## src/rtl/cs_fringe_pkg.sv

```systemverilog
// Shared types and helpers for the cs fringe controllers (target and initiator side).
package cs_fringe_pkg;

  typedef enum logic [1:0] {
    IDLE,
    PUT,
    GET,
    WAIT
  } fringe_state_e;

  // Default watchdog budget, in utility-clock cycles, for a download to arrive.
  localparam int unsigned WDOG_DEFAULT = 10000;

  // Channel index width; at least one bit even for a single channel.
  function automatic int unsigned ch_w(input int unsigned n);
    return (n > 1) ? $clog2(n) : 1;
  endfunction

  // Width of a fringe vector: {wen/valid, data}.
  function automatic int unsigned vec_w(input int unsigned dw);
    return dw + 1;
  endfunction

endpackage

```

## src/rtl/cs_rr_arb.sv

```systemverilog
// Round-robin picker: first requester at or after ptr, as a one-hot grant and an index.
module cs_rr_arb
  import cs_fringe_pkg::*;
#(
  parameter int unsigned NUM_CH = 4
) (
  input  logic [NUM_CH-1:0]       req,
  input  logic [ch_w(NUM_CH)-1:0] ptr,
  output logic [NUM_CH-1:0]       gnt_c,
  output logic [ch_w(NUM_CH)-1:0] idx_c
);

  localparam int unsigned CHW = ch_w(NUM_CH);

  int unsigned pos;
  logic        hit;

  // Scan requesters starting at ptr and wrapping; the first one found wins.
  always_comb begin
    gnt_c = '0;
    idx_c = '0;
    hit   = 1'b0;
    pos   = 0;
    for (int unsigned i = 0; i < NUM_CH; i++) begin
      pos = (32'(ptr) + i) % NUM_CH;
      if (!hit && req[CHW'(pos)]) begin
        hit   = 1'b1;
        idx_c = CHW'(pos);
      end
    end
    if (hit) begin
      gnt_c[idx_c] = 1'b1;
    end
  end

endmodule

```

## src/rtl/cs_trgt_fringe_mux.sv

```systemverilog
// Target-side fringe controller: freezes a mission clock per event, uploads the
// sampled SUT vector, waits for the download, drives it to the SUT and releases the clock.
module cs_trgt_fringe_mux
  import cs_fringe_pkg::*;
#(
  parameter int unsigned NUM_CH   = 4,
  parameter int unsigned DW       = 8,
  parameter int unsigned WDOG_MAX = WDOG_DEFAULT
) (
  input  logic                     clk_i,
  input  logic                     rst_i,
  input  logic [NUM_CH-1:0]        evt_i,
  input  logic [NUM_CH-1:0]        ch_en_i,
  input  logic                     ul_valid_i,
  input  logic [DW-1:0]            ul_data_i,
  output logic [NUM_CH-1:0]        freeze_clk_o,
  output logic [NUM_CH-1:0]        dl_wen_o,
  output logic [NUM_CH*DW-1:0]     dl_data_o,
  output logic                     put_req_o,
  output logic [ch_w(NUM_CH)-1:0]  put_ch_o,
  output logic [DW:0]              put_data_o,
  input  logic                     put_ack_i,
  output logic                     get_req_o,
  output logic [ch_w(NUM_CH)-1:0]  get_ch_o,
  input  logic                     get_vld_i,
  input  logic [DW:0]              get_data_i,
  output logic [NUM_CH-1:0]        err_timeout_o,
  output logic [NUM_CH-1:0]        err_overrun_o,
  output logic                     busy_o
);

  localparam int unsigned CHW = ch_w(NUM_CH);
  localparam int unsigned VW  = vec_w(DW);
  localparam int unsigned WDW = $clog2(WDOG_MAX + 1);

  fringe_state_e     state;
  logic [CHW-1:0]    cur_ch;
  logic [CHW-1:0]    rr_ptr;
  logic [CHW-1:0]    nxt_ptr_c;
  logic [NUM_CH-1:0] pending;
  logic [VW-1:0]     snap [NUM_CH];
  logic [WDW-1:0]    wdog;
  logic [NUM_CH-1:0] arb_gnt_c;
  logic [CHW-1:0]    arb_idx_c;

  cs_rr_arb #(
    .NUM_CH (NUM_CH)
  ) u_arb (
    .req   (pending),
    .ptr   (rr_ptr),
    .gnt_c (arb_gnt_c),
    .idx_c (arb_idx_c)
  );

  // Round-robin pointer moves to the channel after the one just served.
  assign nxt_ptr_c = (32'(cur_ch) == NUM_CH - 1) ? '0 : cur_ch + 1'b1;

  // Busy while a transaction is in flight or any channel still waits for service.
  assign busy_o = (state != IDLE) || (|pending);

  // Service FSM plus per-channel event capture.
  always_ff @(posedge clk_i) begin
    if (rst_i) begin
      state         <= IDLE;
      cur_ch        <= '0;
      rr_ptr        <= '0;
      pending       <= '0;
      wdog          <= '0;
      for (int k = 0; k < NUM_CH; k++) begin
        snap[k] <= '0;
      end
      freeze_clk_o  <= '0;
      dl_wen_o      <= '0;
      dl_data_o     <= '0;
      put_req_o     <= 1'b0;
      put_ch_o      <= '0;
      put_data_o    <= '0;
      get_req_o     <= 1'b0;
      get_ch_o      <= '0;
      err_timeout_o <= '0;
      err_overrun_o <= '0;
    end else begin
      unique case (state)
        IDLE: begin
          if (|arb_gnt_c) begin
            state      <= PUT;
            cur_ch     <= arb_idx_c;
            put_req_o  <= 1'b1;
            put_ch_o   <= arb_idx_c;
            put_data_o <= snap[arb_idx_c];
          end
        end
        PUT: begin
          // Download request is raised on the ack edge; vld is only looked at from WAIT on.
          if (put_ack_i) begin
            put_req_o <= 1'b0;
            get_req_o <= 1'b1;
            get_ch_o  <= cur_ch;
            wdog      <= '0;
            state     <= WAIT;
          end
        end
        GET: begin
          get_req_o <= 1'b1;
          get_ch_o  <= cur_ch;
          wdog      <= '0;
          state     <= WAIT;
        end
        WAIT: begin
          if (get_vld_i) begin
            get_req_o                          <= 1'b0;
            dl_wen_o[cur_ch]                   <= get_data_i[DW];
            dl_data_o[int'(cur_ch)*DW +: DW]   <= get_data_i[DW-1:0];
            pending[cur_ch]                    <= 1'b0;
            freeze_clk_o[cur_ch]               <= 1'b0;
            rr_ptr                             <= nxt_ptr_c;
            state                              <= IDLE;
          end else if (wdog == WDW'(WDOG_MAX - 1)) begin
            get_req_o             <= 1'b0;
            err_timeout_o[cur_ch] <= 1'b1;
            pending[cur_ch]       <= 1'b0;
            freeze_clk_o[cur_ch]  <= 1'b0;
            rr_ptr                <= nxt_ptr_c;
            state                 <= IDLE;
          end else begin
            wdog <= wdog + 1'b1;
          end
        end
        default: state <= IDLE;
      endcase

      // Capture events; a repeat on a still-pending channel only flags overrun.
      for (int k = 0; k < NUM_CH; k++) begin
        if (evt_i[k] && ch_en_i[k]) begin
          if (pending[k]) begin
            err_overrun_o[k] <= 1'b1;
          end else begin
            pending[k]      <= 1'b1;
            freeze_clk_o[k] <= 1'b1;
            snap[k]         <= {ul_valid_i, ul_data_i};
          end
        end
      end
    end
  end

endmodule
```

## config.mk

```make
export PLATFORM = sky130hd
export DESIGN_NAME = cs_trgt_fringe_mux
export DESIGN_NICKNAME = d
export VERILOG_FILES = /design/src/rtl/cs_fringe_pkg.sv /design/src/rtl/cs_rr_arb.sv /design/src/rtl/cs_trgt_fringe_mux.sv
export SDC_FILE = /design/constraint.sdc
export NUM_CORES = 1
export LEC_CHECK = 0
export BUFFER_PORTS_ARGS = -buffer_cell sky130_fd_sc_hd__buf_4
export CORE_MARGIN = 1.5
export CORE_UTILIZATION = 45
export DETAILED_ROUTE_END_ITERATION = 7
export GPL_TIMING_DRIVEN = 0
export PLACE_DENSITY = 0.75
export SLEW_MARGIN = 0
export SYNTH_ARGS = -nofsm -noshare
export SYNTH_HDL_FRONTEND = slang
export SYNTH_SLANG_ARGS = --single-unit
```

## constraint.sdc

```tcl
create_clock -name clk_i -period 5.7 [get_ports clk_i]
set_input_delay 1.14 -clock clk_i [delete_from_list [all_inputs] [get_ports clk_i]]
set_output_delay 1.14 -clock clk_i [all_outputs]
set_load 0.02 [all_outputs]
```

Word level (Yosys, flattened, before mapping)
Memory sizes are Yosys's and may differ from the RTL's. A register that Yosys moved wholly into a read port is not among the register bits.
Cells that the tools add are included.
{ "classes": {"n_addsub": 6, "bitwise": 9, "n_shift": 2, "order_cmp": 8, "n_eq_ne": 10, "div_mod_pow": 0, "mul": 0, "muxes": 88, "n_reduce_logical": 34} }
{ "op_table": {"columns": ["cell", "n"], "rows": [
  ["1-bit two-way mux", 49],
  ["14-bit two-way mux", 3],
  ["14-bit one-hot mux with 3 select lines", 1],
  ["9-bit two-way mux", 4],
  ["5-bit negator with 34-bit output", 1],
  ["8-bit by 34-bit variable shift with 32-bit output (first input constant)", 1],
  ["8-bit by 34-bit variable part select with 32-bit output", 1],
  ["32-bit bitwise mux", 1],
  ["4-bit two-way mux", 7],
  ["2-bit two-way mux", 12],
  ["2-bit by 3-bit < comparator with 1-bit output (second input constant)", 6],
  ["2-bit AND reduction", 8],
  ["14-bit by 1-bit adder with 14-bit output (second input constant)", 1],
  ["14-bit == test (second input constant)", 1],
  ["3-bit AND reduction", 4],
  ["1-bit logical AND", 9],
  ["4-bit AND", 2],
  ["1-bit binary-select mux with 2-bit select", 4],
  ["2-bit inequality test (second input constant)", 4],
  ["2-bit one-hot mux with 4 select lines", 1],
  ["2-bit nonzero test", 4],
  ["4-bit OR reduction", 2],
  ["2-bit == test (second input constant)", 3],
  ["2-bit by 1-bit adder with 2-bit output (second input constant)", 2],
  ["other kinds (18)", 26]
]} }
{ "totals": {"ramBits": 36, "register_bits": 76, "latch_bits": 0, "input_bits": 30, "mem_bits_ro": 0, "mem_count": 1, "out_inout_bits": 64} }
{ "memory_table": {"columns": ["memory", "words", "word_bits", "rd", "rd_ports_with_merged_regs", "wr", "line", "source"], "rows": [
  ["snap", 4, 9, 1, 1, 4, "cs_trgt_fringe_mux.sv:41", "logic [VW-1:0] snap [NUM_CH];"]
]} }

Depth between registers and ports, before layout
Gate-level depths: netlist of run 1.
{ "logic_depth": {"word_depth": 20, "depth_mapped": 7} }

Hierarchy
Synthesis of run 1 repeated with hierarchy kept, for this count alone.
{ "unflattened": {"cells_unflattened": 518, "area_unflattened_um2": 5261.3} }
{ "by_module_without_submodules": {"columns": ["mod", "instances", "area_each_um2", "cells_each"], "rows": [
  ["cs_trgt_fringe_mux", 1, 5076.1, 488],
  ["cs_rr_arb", 1, 185.2, 30]
]} }

Worst setup path after synthesis of run 1
No wires, ideal clock.
{ "synth_timing": {"kind": "input port to flip-flop", "start": "input port get_vld_i", "end": "register dl_data_o[10]", "path_buffers": 1, "slack_ns": 3.472, "setup_time_ns": 0.066, "cell_stages": 6, "arrival_time_ns": 2.162, "cell_sequence": "and2_1 > buf_2 > nand2_2 > nor4b_4 > a22oi_1 > nor2_1"} }
{ "synth_via": {"elab_chain_len": 1} }
{ "synth_rtl": {"columns": ["element", "line", "source"], "rows": [
  ["start: declaration", "cs_trgt_fringe_mux.sv:25", "input logic get_vld_i,"],
  ["2-bit AND reduction (no line)", null, null],
  ["end signal: indexed assignment", "cs_trgt_fringe_mux.sv:113", "dl_data_o[int'(cur_ch)*DW +: DW] <= get_data_i[DW-1:0];"],
  ["end: declaration", "cs_trgt_fringe_mux.sv:18", "output logic [NUM_CH*DW-1:0] dl_data_o,"]
]} }
No other way between the ends.
A chain may end at the register's enable or synchronous reset.

Worst setup path in the final report of run 1
{ "layout_timing": {"start": "register pending[0]", "end": "output port busy_o"} }
{ "layout_via": {"elab_chain_len": 2} }
{ "layout_rtl": {"columns": ["element", "line", "source"], "rows": [
  ["start: declaration", "cs_trgt_fringe_mux.sv:40", "logic [NUM_CH-1:0] pending;"],
  ["start signal: assignment", "cs_trgt_fringe_mux.sv:67", "pending <= '0;"],
  ["start signal: indexed assignment", "cs_trgt_fringe_mux.sv:114", "pending[cur_ch] <= 1'b0;"],
  ["start signal: indexed assignment", "cs_trgt_fringe_mux.sv:121", "pending[cur_ch] <= 1'b0;"],
  ["4-bit OR reduction", "cs_trgt_fringe_mux.sv:59", "assign busy_o = (state != IDLE) || (|pending);"],
  ["1-bit logical OR", "cs_trgt_fringe_mux.sv:59", null],
  ["end: declaration", "cs_trgt_fringe_mux.sv:29", "output logic busy_o"]
]} }
No other way between the ends.

==> flow_summary.json, run 1 <==
{
  "outcome": "finished clean",
  "rsz0062_at_grt": "no",
  "fin_area_um2": 6740,
  "period_share_pct": 50.0,
  "ant_nets": 0,
  "track_usage_pct": 21.6,
  "worstSetupPathType": "flip-flop to output port",
  "wire_per_inst_um": 17.5,
  "vias_per_cell": 5.64,
  "fin_crit_ns": 2.85,
  "hold_buffers": 0,
  "tightest_slew_ns": 1.17,
  "end_kind": "output port",
  "critical_path.max_fanout": 9,
  "grt_pass1_wl_mm": 21.0,
  "cap_violations": 0,
  "arrival_ns": 1.71,
  "syn-cell-area_um2": 5280,
  "p_per_area_nw_per_um2": 371,
  "cts_buffer_depth": 2,
  "n_antenna_cell": 0,
  "dr.first_iter.drc_count": 417,
  "synth-main-ff-cell": "dfxtp_1",
  "place_area_um2": 6150,
  "post_cts_resized": 0,
  "ir_worst_vdd_v": 0.000325,
  "std_cell_rows": 39,
  "root_buffer": "clkbuf_16",
  "crit_required_ns": 4.56,
  "post-route-util_pct": 59.0,
  "netlist_instances": 498,
  "finalPower_mw": 2.50,
  "whs_ns": 0.453,
  "synth_top_area_share_pct": 32.3,
  "cts_tree": "done",
  "drive_gt1_share_pct": 24.2,
  "grt_start_max_net_pins": 17,
  "yosysWarningCount": 0,
  "finalSetupViolations": 0,
  "die-area_um2": 12400,
  "power.leakage_nw": 2.76,
  "synth_cell_types": 59,
  "avgSynthCellArea_um2": 10.6,
  "post-cts-setup-buffer-count": 0,
  "core-area_um2": 11400,
  "grt_pass1_vias": 4166,
  "drt_first_pass_iters": 4,
  "clk_transition_reported_paths_ns": 0.05,
  "gr-total-overflow": 0,
  "ys_seq_area_share_pct": 52.7,
  "synth_top_area_cell": "dfxtp_1",
  "critPathLaunchType": "flip-flop",
  "async_flop_share_pct": 0,
  "die-width_um": 111,
  "die_h_um": 111,
  "wirelength_mm": 13.4,
  "slew_violations": 0,
  "routabilityCongestion": 0.859,
  "ioPinCount": 94,
  "area_growth_pct": 27.7,
  "antenna_found_initial": 0,
  "yosys-top-cells-area": "dfxtp_1 (32%), edfxtp_1 (20%), a22oi_1 (4.7%)",
  "mostFrequentLayoutCell": "buf_4",
  "layout_common_cells": "buf_4 (95), dfxtp_1 (85), nor2_1 (65)",
  "vias": 4324,
  "max_freq_mhz": 351,
  "htreeDepth": 4,
  "finalHoldViolCount": 0,
  "initial_core_util_pct": 46.2,
  "setup-tns-final_ns": 0,
  "cts_sinks": 121,
  "dp_hpwl_mm": 9.26,
  "port_buffers": 93,
  "finalClockSkew_ns": 0.00826,
  "final_nets": 653,
  "synth_edf_count": 36,
  "drc": 0,
  "clock_latency_ns": 0.42,
  "worstHoldPathType": "flip-flop to flip-flop",
  "synth.net_count": 541,
  "slew_headroom_pct": 22.1,
  "cts_inserted_buffers": 17,
  "synth-seq-cells": 121
}
-- logic make-up (layout without fill, tap and decap cells) --
logic type	Yosys count	count (layout)	share of synthesized area (%)
xor+xnor	13	13	2.16
buf+inv	34	159	3.63
flops	121	121	52.7
fa+ha+maj	13	13	3.08
compound gates	117	117	15.9
mux	15	15	2.87
simple gates	185	185	19.6
-- synth_stat cells, types with 2 or more instances --
cell,count
nor4_1,2
inv_1,6
mux2i_1,14
xor2_1,13
a21o_1,10
nand4_1,4
o221ai_1,9
ha_1,13
buf_6,4
buf_2,4
nand3b_1,9
a21oi_2,2
edfxtp_1,36
and3_1,5
dfxtp_1,85
nand2b_1,3
a21oi_1,19
a211o_2,3
o2111ai_1,4
buf_4,2
a22oi_1,33
nand2_1,22
o31a_1,3
clkbuf_1,13
o21ai_1,5
nor2b_1,4
a31oi_1,7
and4_1,5
nor4b_4,3
o211ai_1,7
nor3_1,5
o31ai_1,3
nand2_2,2
nand3_1,8
nor2_1,65
and2_1,37
o21ai_0,3
o21bai_1,4
clkbuf_8,2
-- where the power goes --
part | leakage (nW) | internal [mW] | switching (mW)
logic | 1.40 | 0.174 | 0.284
clock network | 0.289 | 0.688 | 0.369
registers | 1.07 | 0.947 | 0.0384
-- through the flow --
stage,worst slack (ns),instances
after detailed placement,2.93,734
after floorplan,3.47,498
final,2.85,766
after global placement,2.94,734
after global routing,2.71,766
after CTS,2.82,766
-- sequential cells by signal, indices dropped and copies added (netlist names), 2 cells and up --
register and flops:
cur_ch 2, dl_data_o 32, dl_wen_o 4, err_overrun_o 4
err_timeout_o 4, freeze_clk_o 4, get_ch_o 2, pending 4
put_data_o 9, rr_ptr 2, snap 36, state 2
wdog 14
-- worst max-delay path, stage by stage (launching register included) --
cell     delay (ns)
dfxtp_1        0.29
buf_4          0.16
nor4_1         0.44
nand2_1        0.20
buf_4          0.20
-- final timing paths --
kind                   startpoint              end  slack, ns  cells past startpoint
hold reg to reg   freeze_clk_o[2]  freeze_clk_o[2]       0.45                      1
setup / recovery       pending[0]           busy_o       2.85                      4
hold / removal    freeze_clk_o[2]  freeze_clk_o[2]       0.45                      1
setup reg to reg        cur_ch[0]    dl_data_o[24]       3.21                      7
-- layer usage --
metal  share of wire [%]  track usage, %
met1                  42            26.4
met2                  49            35.5
met3                 6.9            6.34
met5                   0               0
met4                 2.3            9.20
-- cell type report --
type / instances / area [um^2]
Buffer: 27 / 165
Clock buffer: 24 / 493
Clock inverter: 8 / 92.6
Fill cell: 947 / 4680
Inverter: 7 / 26.3
Multi-Input combinational cell: 343 / 2300
Sequential cell: 121 / 2780
Tap cell: 143 / 179
Timing Repair Buffer: 93 / 698
(Power assumes the default switching activity.)
==> inputs of run 2 (changes only) <==
- ABC_AREA: default -> 1
- PLACE_DENSITY: 0.75 -> 0.74
- clock period: 5.7 -> 2.85 ns (I/O delays scaled with it)
==> flow_summary.json, run 2 <==
{
  "fin_area_um2": 7190,
  "cap_violations": 0,
  "synth_top_area_share_pct": 30.2,
  "htreeDepth": 4,
  "vias_per_cell": 5.00,
  "area_growth_pct": 27.3,
  "end_kind": "flip-flop",
  "fin_crit_ns": 2.49,
  "cts_sinks": 121,
  "std_cell_rows": 40,
  "drc": 0,
  "multiInputGateArea_um2": 2410,
  "rsz0062_at_grt": "no",
  "period_share_pct": 87.3,
  "synth_most_common_cell": "nand2_1",
  "yosysWarningCount": 0,
  "dr.first_iter.drc_count": 351,
  "crit_required_ns": 3.19,
  "seq_area_um2": 2780,
  "slew_headroom_pct": 36.4,
  "clock_latency_ns": 0.42,
  "post_cts_resized": 0,
  "initial_core_util_pct": 46.6,
  "final_nets": 870,
  "ant_nets": 0,
  "netlist_instances": 715,
  "antenna_found_initial": 0,
  "synth-seq-cells": 121,
  "worstSetupPathType": "flip-flop to flip-flop",
  "async_flop_share_pct": 0,
  "hold_buffers": 0,
  "synth-main-ff-cell": "dfxtp_1",
  "layout_common_cells": "nand2_1 (178), buf_4 (93), nor2_1 (92)",
  "routabilityCongestion": 0.911,
  "die_h_um": 115,
  "finalHoldViolCount": 0,
  "grt_start_max_net_pins": 17,
  "worstHoldPathType": "input pin to flip-flop",
  "cts_inserted_buffers": 17,
  "slew_violations": 0,
  "synth.net_count": 758,
  "mostFrequentLayoutCell": "nand2_1",
  "arrival_ns": 2.83,
  "max_freq_mhz": 402,
  "p_per_area_nw_per_um2": 820,
  "clk_transition_reported_paths_ns": 0.05,
  "synthTopCellsByCount": "nand2_1 (178), nor2_1 (92), dfxtp_1 (85)",
  "regMostFlops": "snap",
  "grt_pass1_wl_mm": 23.1,
  "critical_path.max_fanout": 13,
  "dp_hpwl_mm": 10.4,
  "root_buffer": "clkbuf_16",
  "avgSynthCellArea_um2": 7.89,
  "grt_pass1_vias": 4682,
  "reg.largest.list": "snap x36, dl_data_o x32, wdog x14",
  "port_buffers": 92,
  "ioPinCount": 94,
  "finalSetupViolations": 0,
  "die-width_um": 115,
  "syn-cell-area_um2": 5640,
  "gr-total-overflow": 0,
  "cts_buffer_depth": 2,
  "finalClockSkew_ns": 0.00827,
  "cts_tree": "done",
  "dp.cells": 976,
  "die-area_um2": 13200,
  "power.leakage_nw": 3.15,
  "n_antenna_cell": 0,
  "tightest_slew_ns": 0.947,
  "instances_no_fill": 1008,
  "track_usage_pct": 22.9,
  "ys_seq_area_share_pct": 49.3,
  "synth_cell_types": 39,
  "yosys-top-cells-area": "dfxtp_1 (30%), edfxtp_1 (19%), nand2_1 (12%)",
  "place_area_um2": 6550,
  "wire_per_inst_um": 14.3,
  "drt_first_pass_iters": 5,
  "post-cts-setup-buffer-count": 0,
  "fill_cells": 1097,
  "wirelength_mm": 14.4,
  "largest_reg_flops": 36,
  "outcome": "finished clean",
  "synth_top_area_cell": "dfxtp_1",
  "critPathLaunchType": "flip-flop",
  "core-area_um2": 12100,
  "synth_edf_count": 36,
  "drive_gt1_share_pct": 19.5,
  "ir_worst_vdd_v": 0.000535,
  "vias": 5041
}
run 2: cell families (layout without fill, tap and decap cells):
kind of cell	after synthesis	after routing	synth area share, %
flip-flops	121	121	49.3
adder cells (fa/ha/maj)	13	13	2.88
AND/OR/NAND/NOR	370	370	29.0
buffers and inverters	101	226	7.98
XOR/XNOR	4	4	0.621
AO/OA/AOI/OAI	106	106	10.2
run 2: worst paths after layout:
path,from,endpoint,slack (ns),cells after the start
hold / removal,get_data_i[1],dl_data_o[1],0.43,3
setup / recovery,cur_ch[0],dl_data_o[16],0.36,8
setup reg to reg,cur_ch[0],dl_data_o[16],0.36,8
hold reg to reg,dl_data_o[10],dl_data_o[10],0.47,2
run 2: layout make-up:
| cell class | count | area share (%) |
|---|---|---|
| multi-input cells | 493 | 33.5 |
| clock inverters | 7 | 1.53 |
| flip-flops and latches | 121 | 38.7 |
| well taps | 168 | 2.93 |
| inverters | 74 | 3.97 |
| plain buffers | 27 | 2.30 |
| clock buffers | 25 | 7.33 |
| repair buffers | 93 | 9.68 |
run 2: through the flow:
step                      total power [mW]  TNS (ns)  hold WS, ns  utilization [%]  worst slack [ns]
final                                 5.89         0        0.426             59.3             0.363
after detailed placement              3.61    -0.531        0.459             54.1           -0.0538
after CTS                             5.91         0        0.419             59.3             0.384
after global routing                  6.19         0        0.438             59.3             0.115
after floorplan                       3.12         0        0.457                -             0.727
after global placement                3.60    -0.546        0.452             54.0           -0.0502
run 2: power by group:
group	total (mW)	internal (mW)	leakage, nW	switching, mW
Combinational	1.56	0.519	1.76	1.04
Sequential	2.04	1.93	1.07	0.110
Clock	2.29	1.54	0.318	0.752
run 2: critical path, stage by stage, from the launching register on:
cell and delay (ns):
dfxtp_1 0.51, inv_1 0.14, clkbuf_1 0.33, ha_1 0.34, inv_1 0.08, clkbuf_1 0.33, nand2_1 0.14, or3_1 0.39
a21oi_1 0.14
run 2: metal layers:
layer / part of all wire [%] / vias up / track usage [%]
li1: - / 2570 / -
met1: 45 / 2313 / 29.9
met2: 48 / 129 / 36.2
met3: 4.7 / 29 / 5.59
met4: 2.3 / 0 / 9.79
met5: 0 / - / 0
==> inputs of run 3 (changes only) <==
- SYNTH_HIERARCHICAL: default -> 1
==> flow_summary.json, run 3 <==
{
  "fin_crit_ns": 2.46,
  "yosys.area_share.simple_pct": 28.4,
  "end_kind": "flip-flop",
  "slew_headroom_pct": 13.3,
  "clock_latency_ns": 0.41,
  "dp_hpwl_mm": 10.2,
  "setup-tns-final_ns": 0,
  "critPathLaunchType": "flip-flop",
  "avgSynthCellArea_um2": 7.79,
  "ant_nets": 0,
  "switchingPower_mw": 1.98,
  "antenna_found_initial": 0,
  "synthTopCellsByCount": "nand2_1 (157), nor2_1 (138), dfxtp_1 (85)",
  "finalSetupViolations": 0,
  "period_share_pct": 86.4,
  "pwr-share-seq_pct": 34.4,
  "whs_ns": 0.423,
  "cts_buffer_depth": 2,
  "synth-main-ff-cell": "dfxtp_1",
  "intPower_mw": 3.93,
  "gr-total-overflow": 0,
  "pwr-share-comb_pct": 27.6,
  "die_h_um": 115,
  "synth_cell_types": 37,
  "final_nets": 882,
  "yosysWarningCount": 6,
  "busiest_layer": "met2",
  "synth-seq-cells": 121,
  "track_usage_pct": 22.7,
  "synth_top_family_by_area": "simple AND/OR/NAND/NOR gates",
  "layout_common_cells": "nand2_1 (157), nor2_1 (138), buf_4 (93)",
  "die-area_um2": 13300,
  "worstHoldPathType": "input pin to flip-flop",
  "dr.first_iter.drc_count": 422,
  "vias": 5110,
  "largest_reg_flops": 36,
  "die-width_um": 115,
  "ys_seq_area_share_pct": 49.1,
  "synth_most_common_cell": "nand2_1",
  "routabilityCongestion": 0.891,
  "netlist_instances": 728,
  "area_growth_pct": 26.7,
  "grt_pass1_vias": 4774,
  "cts_inserted_buffers": 17,
  "max_freq_mhz": 406,
  "arrival_ns": 2.80,
  "power.leakage_nw": 3.02,
  "finalClockSkew_ns": 0.00700,
  "grt_start_max_net_pins": 17,
  "drc": 0,
  "std_cell_rows": 40,
  "outcome": "finished clean",
  "wirelength_mm": 14.3,
  "yosys-top-cells-area": "dfxtp_1 (30%), edfxtp_1 (19%), nand2_1 (10%)",
  "syn-cell-area_um2": 5670,
  "p_clk_share_pct": 37.9,
  "root_buffer": "clkbuf_16",
  "vias_per_cell": 5.01,
  "synth_compound_area_share_pct": 12.8,
  "n_antenna_cell": 0,
  "clk_transition_reported_paths_ns": 0.06,
  "synth.net_count": 771,
  "cap_violations": 0,
  "crit_required_ns": 3.19,
  "synth_top_area_share_pct": 30.0,
  "finalHoldViolCount": 0,
  "async_flop_share_pct": 0,
  "htreeDepth": 4,
  "grt_use_met1_pct": 29.9,
  "wire_per_inst_um": 14.0,
  "cts_sinks": 121,
  "critical_path.max_fanout": 13,
  "ir_worst_vdd_v": 0.000458,
  "swShare_pct": 33.5,
  "met2_usage_pct": 36.6,
  "cts_tree": "done",
  "post-route-util_pct": 59.1,
  "grt_pass1_wl_mm": 23.3,
  "synth-xor-area-share_pct": 0.618,
  "initial_core_util_pct": 46.6,
  "port_buffers": 92,
  "core-area_um2": 12200,
  "grtUsageMet3_pct": 5.11,
  "slew_violations": 0,
  "synth_edf_count": 36,
  "drt_first_pass_iters": 5,
  "ioPinCount": 94,
  "drive_gt1_share_pct": 20.4,
  "worstSetupPathType": "flip-flop to flip-flop",
  "mostFrequentLayoutCell": "nand2_1",
  "p_per_area_nw_per_um2": 822,
  "tightest_slew_ns": 1.29,
  "regMostFlops": "snap",
  "synth_top_area_cell": "dfxtp_1",
  "reg.largest.list": "snap x36, dl_data_o x32, wdog x14",
  "rsz0062_at_grt": "no",
  "synthAdderAreaFrac_pct": 2.87,
  "muxShareOfSynthArea_pct": 0
}
## run 3: final timing paths
check / startpoint / endpoint / slack (ns) / cells past startpoint
setup / recovery: cur_ch[0] / dl_data_o[0] / 0.39 / 7
hold / removal: get_data_i[6] / dl_data_o[6] / 0.42 / 3
setup reg to reg: cur_ch[0] / dl_data_o[0] / 0.39 / 7
hold reg to reg: err_overrun_o[1] / err_overrun_o[1] / 0.45 / 2
## run 3: area by class of cell
| type | instances | area, um^2 |
|---|---|---|
| Clock buffer | 21 | 440 |
| Inverter | 54 | 208 |
| Sequential cell | 121 | 2780 |
| Buffer | 26 | 143 |
| Tap cell | 168 | 210 |
| Fill cell | 1085 | 4980 |
| Clock inverter | 11 | 170 |
| Multi-Input combinational cell | 526 | 2530 |
| Timing Repair Buffer | 93 | 698 |
## run 3: routing by layer
layer | vias up | share of wire, %
li1 | 2619 | -
met1 | 2310 | 47
met2 | 154 | 46
met3 | 27 | 5.6
met4 | 0 | 2.0
met5 | - | 0
## run 3: what timing repair did
| action | in CTS | in global routing |
|---|---|---|
| resized for setup | 0 | 0 |
| endpoints found under the setup margin | 0 | 1 |
| buffers inserted | 0 | 0 |
| hold buffers | 0 | 0 |
## run 3: worst max-delay path: stages (launching register included)
cell and delay (ns):
dfxtp_1 0.39, inv_1 0.12, clkbuf_1 0.47, ha_1 0.34, clkinv_1 0.26, nor2_1 0.51
nand3_1 0.16, a21oi_1 0.15
## run 3: power by group through the flow
stage	registers (mW)	logic [mW]	clock network [mW]
after floorplan	2.15	1.01	0
after global placement	2.07	1.60	0
after detailed placement	2.07	1.62	0
after CTS	2.03	1.64	2.26
after global routing	2.05	1.84	2.34
final	2.03	1.63	2.24
## run 3: kinds of logic after synthesis
logic type	after synthesis
AOI/OAI and AO/OA	135
xor gates and xnor gates	4
adders and majority gates	13
buffers and inverters	81
DFF	121
and+or+nand+nor	374
## run 3: metrics by stage
| stage | worst slack, ns | power, mW | instance area (um^2) | instances |
|---|---|---|---|---|
| after floorplan | 0.781 | 3.16 | 5670 | 728 |
| after global placement | 0.306 | 3.66 | 6570 | 988 |
| after CTS | 0.311 | 5.93 | 7190 | 1021 |
| after global routing | 0.192 | 6.23 | 7180 | 1020 |
| final | 0.387 | 5.91 | 7180 | 1020 |
| after detailed placement | 0.315 | 3.69 | 6580 | 989 |
